## config.mk

```make
export PLATFORM = sky130hd
export DESIGN_NAME = reg_stream_fifo
export DESIGN_NICKNAME = d
export VERILOG_FILES = /design/src/rtl/reg_stream_fifo.sv
export SDC_FILE = /design/constraint.sdc
export NUM_CORES = 1
export LEC_CHECK = 0
export ABC_CLOCK_PERIOD_IN_PS = 4580
export BUFFER_PORTS_ARGS = -buffer_cell sky130_fd_sc_hd__buf_2
export CAP_MARGIN = 30
export CORE_MARGIN = 2
export CORE_UTILIZATION = 30
export CTS_CLUSTER_SIZE = 8
export DETAILED_ROUTE_END_ITERATION = 16
export GPL_TIMING_DRIVEN = 0
export PLACE_DENSITY = 0.53
export SYNTH_ARGS = -nofsm -noshare
export SYNTH_HDL_FRONTEND = slang
export SYNTH_SLANG_ARGS = --single-unit
export TNS_END_PERCENT = 5
```

## constraint.sdc

```tcl
create_clock -name clk -period 4.58 [get_ports clk]
set_input_delay 1.145 -clock clk [delete_from_list [all_inputs] [get_ports clk]]
set_output_delay 1.145 -clock clk [all_outputs]
set_load 0.05 [all_outputs]
```

## src/rtl/reg_stream_fifo.sv

```systemverilog
// reg_stream_fifo: register-file slave that captures a 32-bit valid/ready
// stream into a FIFO. Software drains the FIFO through a pop-on-read DATA
// register. The block also provides control, status, threshold, word
// counter, scratch, ID and a maskable interrupt.
// Handshake: a stream word is transferred on a rising clk edge where
// i_valid and o_ready are both high. o_ready is combinational and never
// depends on i_valid.
module reg_stream_fifo #(
    parameter int          DEPTH        = 16,
    parameter int          R_ADDR_WIDTH = 3,
    parameter logic [31:0] ID_VALUE     = 32'h5F1F0001
) (
    input  logic                    clk,
    input  logic                    rstn,
    input  logic                    i_rd,
    input  logic [R_ADDR_WIDTH-1:0] i_rreg,
    input  logic                    i_wr,
    input  logic [R_ADDR_WIDTH-1:0] i_wreg,
    input  logic [31:0]             i_wdata,
    output logic [31:0]             o_rdata,
    input  logic                    i_valid,
    input  logic [31:0]             i_data,
    output logic                    o_ready,
    output logic                    o_irq
);

    localparam int PW = (DEPTH > 1) ? $clog2(DEPTH) : 1;
    localparam int LW = PW + 1;

    logic [31:0]   mem_q [DEPTH];
    logic [PW-1:0] wr_ptr_q, rd_ptr_q;
    logic [LW-1:0] level_q, level_d;
    logic          ctrl_en_q, ctrl_irqen_q;
    logic [2:0]    flags_q, flags_d, flags_set;
    logic [15:0]   thresh_q;
    logic [31:0]   count_q, count_d;
    logic [31:0]   scratch_q;
    logic [31:0]   rdata_q, rd_val;
    logic          irq_q;

    logic wr_ctrl, wr_flags, wr_thresh, wr_count, wr_scratch;
    logic rd_data, empty, full, flush_now, push, pop;

    assign wr_ctrl    = i_wr && (i_wreg == R_ADDR_WIDTH'(0));
    assign wr_flags   = i_wr && (i_wreg == R_ADDR_WIDTH'(3));
    assign wr_thresh  = i_wr && (i_wreg == R_ADDR_WIDTH'(4));
    assign wr_count   = i_wr && (i_wreg == R_ADDR_WIDTH'(5));
    assign wr_scratch = i_wr && (i_wreg == R_ADDR_WIDTH'(6));
    assign rd_data    = i_rd && (i_rreg == R_ADDR_WIDTH'(2));

    assign empty     = (level_q == '0);
    assign full      = (level_q == LW'(DEPTH));
    assign flush_now = wr_ctrl && i_wdata[1];
    assign o_ready   = ctrl_en_q && !full && !flush_now;
    assign push      = i_valid && o_ready;
    // A DATA read on an empty FIFO is an underflow, not a pop, even if a
    // word is pushed in the same cycle.
    assign pop       = rd_data && !empty;

    assign o_rdata = rdata_q;
    assign o_irq   = irq_q;

    // Next-state level: flush dominates, simultaneous push/pop cancel
    always_comb begin
        level_d = level_q;
        if (flush_now) begin
            level_d = '0;
        end else if (push && !pop) begin
            level_d = level_q + LW'(1);
        end else if (pop && !push) begin
            level_d = level_q - LW'(1);
        end
    end

    // Flag set sources, W1C clear, set wins over clear in the same cycle
    always_comb begin
        flags_set[0] = (thresh_q != 16'd0) && (16'(level_q) >= thresh_q);
        flags_set[1] = i_valid && ctrl_en_q && full;
        flags_set[2] = rd_data && empty;
        flags_d      = (flags_q & ~(wr_flags ? i_wdata[2:0] : 3'b000)) | flags_set;
    end

    // Word counter: any write clears it, the same-cycle push still counts
    always_comb begin
        count_d = wr_count ? {31'd0, push} : count_q + {31'd0, push};
    end

    // Read mux over the current (pre-edge) register state
    always_comb begin
        rd_val = 32'd0;
        case (i_rreg)
            R_ADDR_WIDTH'(0): rd_val = {29'd0, ctrl_irqen_q, 1'b0, ctrl_en_q};
            R_ADDR_WIDTH'(1): rd_val = {14'd0, full, empty, 16'(level_q)};
            R_ADDR_WIDTH'(2): rd_val = empty ? 32'd0 : mem_q[rd_ptr_q];
            R_ADDR_WIDTH'(3): rd_val = {29'd0, flags_q};
            R_ADDR_WIDTH'(4): rd_val = {16'd0, thresh_q};
            R_ADDR_WIDTH'(5): rd_val = count_q;
            R_ADDR_WIDTH'(6): rd_val = scratch_q;
            R_ADDR_WIDTH'(7): rd_val = ID_VALUE;
            default:          rd_val = 32'd0;
        endcase
    end

    // FIFO storage: contents need no reset, level/pointers define validity
    always_ff @(posedge clk) begin
        if (push) begin
            mem_q[wr_ptr_q] <= i_data;
        end
    end

    // FIFO pointers and level
    always_ff @(posedge clk or negedge rstn) begin
        if (!rstn) begin
            wr_ptr_q <= '0;
            rd_ptr_q <= '0;
            level_q  <= '0;
        end else begin
            level_q <= level_d;
            if (flush_now) begin
                wr_ptr_q <= '0;
                rd_ptr_q <= '0;
            end else begin
                if (push) wr_ptr_q <= wr_ptr_q + PW'(1);
                if (pop)  rd_ptr_q <= rd_ptr_q + PW'(1);
            end
        end
    end

    // Software-visible registers, read data and interrupt
    always_ff @(posedge clk or negedge rstn) begin
        if (!rstn) begin
            ctrl_en_q    <= 1'b0;
            ctrl_irqen_q <= 1'b0;
            flags_q      <= 3'b000;
            thresh_q     <= 16'd0;
            count_q      <= 32'd0;
            scratch_q    <= 32'd0;
            rdata_q      <= 32'd0;
            irq_q        <= 1'b0;
        end else begin
            if (wr_ctrl) begin
                ctrl_en_q    <= i_wdata[0];
                ctrl_irqen_q <= i_wdata[2];
            end
            if (wr_thresh)  thresh_q  <= i_wdata[15:0];
            if (wr_scratch) scratch_q <= i_wdata;
            if (i_rd)       rdata_q   <= rd_val;
            flags_q <= flags_d;
            count_q <= count_d;
            irq_q   <= ctrl_irqen_q && (flags_q != 3'b000);
        end
    end

endmodule

```

* Yosys cells after proc, flatten, opt, wreduce, memory -nomap -nowiden
Memories as Yosys holds them, arrays and structs flattened. Index checks and enable logic that the tools add are counted.
Storage, ports and cells: register bits 131, bits in writable memories 512, input port bits 75, output and inout bits 34, memories 1
Operators by class: $add $sub $neg 5, magnitude comparators 1, eq/ne operators 12, muxes and demuxes 13, bitwise logic cells 3, reduce and logical (&&, ||, !) cells 31
Memories:
- mem_q | depth 16, width 32, read ports 1, clocked after Yosys merged registers in 0, write ports 1, line 30 | logic [31:0] mem_q [DEPTH];
Operator list (count):
- $pmux W32 S8 | 1
- $mux W32 | 2
- $add A32 B1 Y32 | 1
- $eq A3 B3 Y1 const B | 7
- $logic_and A1 B1 Y1 | 18
- $ge A5 B16 Y1 | 1
- $mux W4 | 4
- $reduce_bool A16 Y1 | 1
- $mux W5 | 3
- $eq A3 B2 Y1 const B | 3
- $add A4 B1 Y4 const B | 2
- $logic_not A3 Y1 | 2
- $reduce_bool A3 Y1 | 2
- $add A5 B1 Y5 const B | 1
- $eq A5 B5 Y1 const B | 1
- $logic_not A1 Y1 | 5
- $logic_not A5 Y1 | 1
- $sub A5 B1 Y5 const B | 1
- $reduce_bool A2 Y1 | 2
- $and A3 B3 Y3 | 1
- $eq A3 B1 Y1 const B | 1
- $mux W3 | 1
- $not A3 Y3 | 1
- $or A3 B3 Y3 | 1
- $mux W1 | 2

* Logic depth before layout (Yosys ltp)
depth in word-level cells 11, gate-level depth with buffers 11, mapped depth without buffers 10

* Worst setup path after synthesis
No wires, ideal clock.
kind input-to-reg, start point input i_wr, end point memory mem_q[3][0], enable pin, setup time 0.502 ns, arrival time 4.865 ns, setup slack -0.786 ns, stages on the path 4, cells stage by stage nor4b_4 a221o_2 buf_2 nor4_1
On the way: word-level cells in the longest chain between the ends 7
RTL lines:
- start, declared | line 17 | input logic i_wr,
- $logic_and A1 B1 Y1 | line 44 | assign wr_ctrl = i_wr && (i_wreg == R_ADDR_WIDTH'(0));
- $logic_and A1 B1 Y1 | line 53 | assign flush_now = wr_ctrl && i_wdata[1];
- $logic_not A1 Y1 | line 54 | assign o_ready = ctrl_en_q && !full && !flush_now;
- $logic_and A1 B1 Y1 | line 54
- $logic_and A1 B1 Y1 | line 55 | assign push = i_valid && o_ready;
- $mux W1 | line 106 | if (push) begin
- $mux W1 (implied by the code) | line 107 | mem_q[wr_ptr_q] <= i_data;
- end, declared | line 30
Every way passes these cells.

* Worst setup path after layout
start point input i_wreg[1], end point output o_ready
On the way: word-level cells in the longest chain between the ends 5
RTL lines:
- start, declared | line 18 | input logic [R_ADDR_WIDTH-1:0] i_wreg,
- $logic_not A3 Y1 | line 44
- $logic_and A1 B1 Y1 | line 44
- $logic_and A1 B1 Y1 | line 53
- $logic_not A1 Y1 | line 54
- $logic_and A1 B1 Y1 | line 54
- end, declared | line 23 | output logic o_ready,
Every way passes these cells.

==> flow_metrics.py <==
metrics = {
    "clock_tree": {
        "cts_tree": "built",
        "clk_latency_ns": 0.64,
        "cts_buffers": 90,
        "cts_hold_buf": 0,
        "clock_path_buffers": 3,
        "cts-root-buf": "clkbuf_16",
        "clock-sinks": 643,
        "ctsResizeCount": 0,
        "path_clk_slew_ns": 0.06,
        "cts_max_level": 3,
        "postCtsSetupBuffers": 0,
    },
    "hold_path": {
        "min_path_type": "in2async",
    },
    "finish": {
        "utilization_pct": 36.74,
        "syn2layout_area_growth_pct": 20.94,
        "multi_input_area_um2": 6960,
        "fillers": 8025,
        "final_layout_size_suffix_gt1_share_pct": 27.78,
        "final_nets": 1788,
        "seqCellArea_um2": 18650,
        "stdcell_area_um2": 31380,
    },
    "timing": {
        "clock_skew_ns": 0.03273,
        "fin_crit_ns": 3.632,
        "tightest_slew_ns": 0.9626,
        "maxSlewViolCount": 0,
        "setup_viol": 0,
        "max_freq_mhz": 275.3,
        "finalCritPeriodShare_pct": 79.30,
        "hold_violations": 0,
        "rsz0062_at_grt": "no",
        "relSlewSlack_pct": 35.83,
    },
    "power": {
        "p_sw_share_pct": 28.79,
        "pwr-share-comb_pct": 22.8,
        "switching_power_w": 0.004946,
        "p_leak_nw": 10.88,
        "clkPwrFrac_pct": 36.4,
        "ir_drop_v": 0.0002910,
        "powerDensity_nw_per_um2": 547.5,
        "power.sequential.fraction_pct": 40.8,
        "p_int_w": 0.01223,
    },
    "place": {
        "dpl_cell_area_um2": 28680,
        "portBuffers": 107,
        "place_congestion": 0.8368,
        "place_hpwl_um": 48040,
    },
    "floorplanning": {
        "fp.dieH_um": 298.1,
        "die_w_um": 298.1,
        "row_count": 107,
        "initial_core_util_pct": 30.38,
        "num_io_pins": 109,
        "die_area_um2": 88850,
        "core_um2": 85410,
    },
    "grt": {
        "grt_pass1_wl_um": 101400,
        "overflow": 0,
        "antenna_found_initial": 9,
        "grt_max_degree": 86,
        "grt_usage_pct": 15.58,
        "grt_pass1_vias": 15000,
    },
    "setup_path": {
        "cp_max_fo": 5,
        "crit_type": "in2out",
        "cp_top_family": "simple AND/OR/NAND/NOR gates",
        "crit_buf_inv": 2,
        "cp_cell_sequence": "buf_2 -> nor4b_4 -> nand2_1 -> and3_1 -> buf_2",
        "crit_arrival_ns": 2.49,
        "crit_path_end_kind": "output pin",
        "start_kind": "primary input",
        "cp_num_cells": 5,
        "cp_data_required_time_ns": 3.43,
        "cp_slowest_cell": "nor4b_4",
        "r2r_cells": 11,
        "cpPeakStageDelay_ns": 0.48,
        "cpMostUsedCell": "buf_2",
    },
    "detailed_routing": {
        "wl_per_cell_um": 23.83,
        "first_pass_iters": 5,
        "vias": 14410,
        "drtAntennaViolNets": 0,
        "drc": 0,
        "vias_per_cell": 4.953,
        "routed_wl_um": 69320,
        "drt_iter0_markers": 1296,
    },
    "logic_synthesis": {
        "yosysMostFrequentCell": "edfxtp_1",
        "synth_area_leaders": "edfxtp_1 59%, dfrtp_1 13%, mux4_2 11%",
        "yosys_register_bits": 643,
        "ys_seq_area_share_pct": 71.89,
        "avgSynthCellArea_um2": 18.01,
        "yosysUniqueCellTypes": 65,
        "syn_inst": 1441,
        "async_reset_ff_share_pct": 20.37,
        "synth_edf_count": 512,
        "synth_fp_nets": 1533,
        "syn_area_um2": 25950,
        "yosys.area.top_type": "edfxtp_1",
        "synth_warnings": 0,
        "synth_top_area_share_pct": 59.26,
        "synth_commonest_cells": "512 x edfxtp_1, 131 x dfrtp_1, 128 x mux4_2",
        "ys.flop_type": "edfxtp_1",
    },
    "outcome": {
        "outcome": "finished, final reports clean",
    },
    "job": {
        "cap_violations": 0,
    },
}
-- layout by cell type (no fill, tap or decap), types with 7 or more instances in the layout --
cell type,count
edfxtp_1,512
dfrtp_1,131
buf_2,129
mux4_2,128
clkbuf_1,102
clkbuf_16,91
nor2_1,85
mux2i_1,64
nand2_1,60
mux2_2,48
a21oi_1,42
o21ai_0,31
buf_4,28
xor2_1,27
nand3_1,24
buf_6,22
a22oi_1,16
ha_1,16
inv_1,15
nand4_1,15
buf_1,12
a211o_1,12
o22ai_1,11
o21bai_1,9
xnor2_1,8
nor2b_1,7
-- registers in the layout, indices dropped and copies added (netlist names) --
signal / cells
ctrl_irqen_q: 1
o_rdata: 32
rd_ptr_q: 4
mem_q: 512
scratch_q: 32
o_irq: 1
thresh_q: 16
wr_ptr_q: 4
level_q: 5
ctrl_en_q: 1
count_q: 32
flags_q: 3
-- routing by layer --
layer	track usage [%]	up-vias	wire length, um
met3	3.741	102	4596
met4	3.805	8	1281
met5	0	-	54
li1	-	6246	-
met1	21.81	7603	31050
met2	24.43	448	32340
-- per-stage QoR --
step / hold slack, ns / worst slack (ns) / total power, W / std cells / TNS, ns
after detailed placement: 0.4830 / 0.3214 / 0.01107 / 2747 / 0
final: 0.4578 / 0.9481 / 0.01718 / 2909 / 0
after floorplan: 0.4636 / -0.7861 / 0.009730 / 1441 / -107.04
after CTS: 0.4515 / 0.9469 / 0.01739 / 2907 / 0
after global placement: 0.4801 / -5.616 / 0.01094 / 2692 / -1302.10
after global routing: 0.4764 / 0.6775 / 0.01793 / 2909 / 0
-- cell type report --
cell class / count / share of cell area [%]
diodes: 1 / 0.007974
plain buffers: 81 / 1.124
clock buffers: 153 / 7.998
clock inverters: 7 / 0.5702
inverters: 16 / 0.1914
multi-input cells: 701 / 22.18
flip-flops and latches: 643 / 59.44
well taps: 1144 / 4.561
repair buffers: 163 / 3.923
-- cell families (layout without fill, tap and decap cells) --
| logic type | after synthesis | in the layout | share of synthesized area, % |
|---|---|---|---|
| xor+xnor | 35 | 35 | 1.181 |
| fa+ha+maj | 17 | 17 | 0.8487 |
| compound gates | 162 | 162 | 4.186 |
| simple gates | 247 | 247 | 4.639 |
| buf+inv | 97 | 420 | 1.591 |
| other cells | 0 | 1 | 0 |
| mux | 240 | 240 | 15.66 |
| flops | 643 | 643 | 71.89 |
-- path summary, 6_finish.rpt --
check,startpoint,endpoint,slack (ns)
setup / recovery,i_wreg[1],o_ready,0.95
hold / removal,rstn,thresh_q[0]$_DFFE_PN0P_,0.46
setup reg to reg,level_q[1]$_DFFE_PN0P_,count_q[28]$_DFF_PN0_,0.99
hold reg to reg,o_rdata[29]$_DFFE_PN0P_,o_rdata[29]$_DFFE_PN0P_,0.50
max in group asynchronous,rstn,o_rdata[14]$_DFFE_PN0P_,3.19
min in group clk,o_rdata[29]$_DFFE_PN0P_,o_rdata[29]$_DFFE_PN0P_,0.50
-- worst reg2reg max path, cell delays in order (launching register included) --
cell and delay (ns):
dfrtp_1 0.58, nor4_2 0.13, a221o_2 0.45, inv_2 0.08
buf_2 0.22, ha_1 0.24, ha_1 0.23, nand4_1 0.20
nor3_1 0.53, nand3_1 0.33, or3_1 0.39, a21oi_1 0.16
-- power groups by stage --
stage / combinational (W) / sequential, W / clock (W)
2_1_floorplan: 0.00252 / 0.00721 / 0
3_3_place_gp: 0.00380 / 0.00714 / 0
3_5_place_dp: 0.00396 / 0.00711 / 0
4_1_cts: 0.00398 / 0.00701 / 0.00640
5_1_grt: 0.00424 / 0.00705 / 0.00664
6_report: 0.00392 / 0.00701 / 0.00626
No activity file was read; power rests on OpenSTA's default activity.
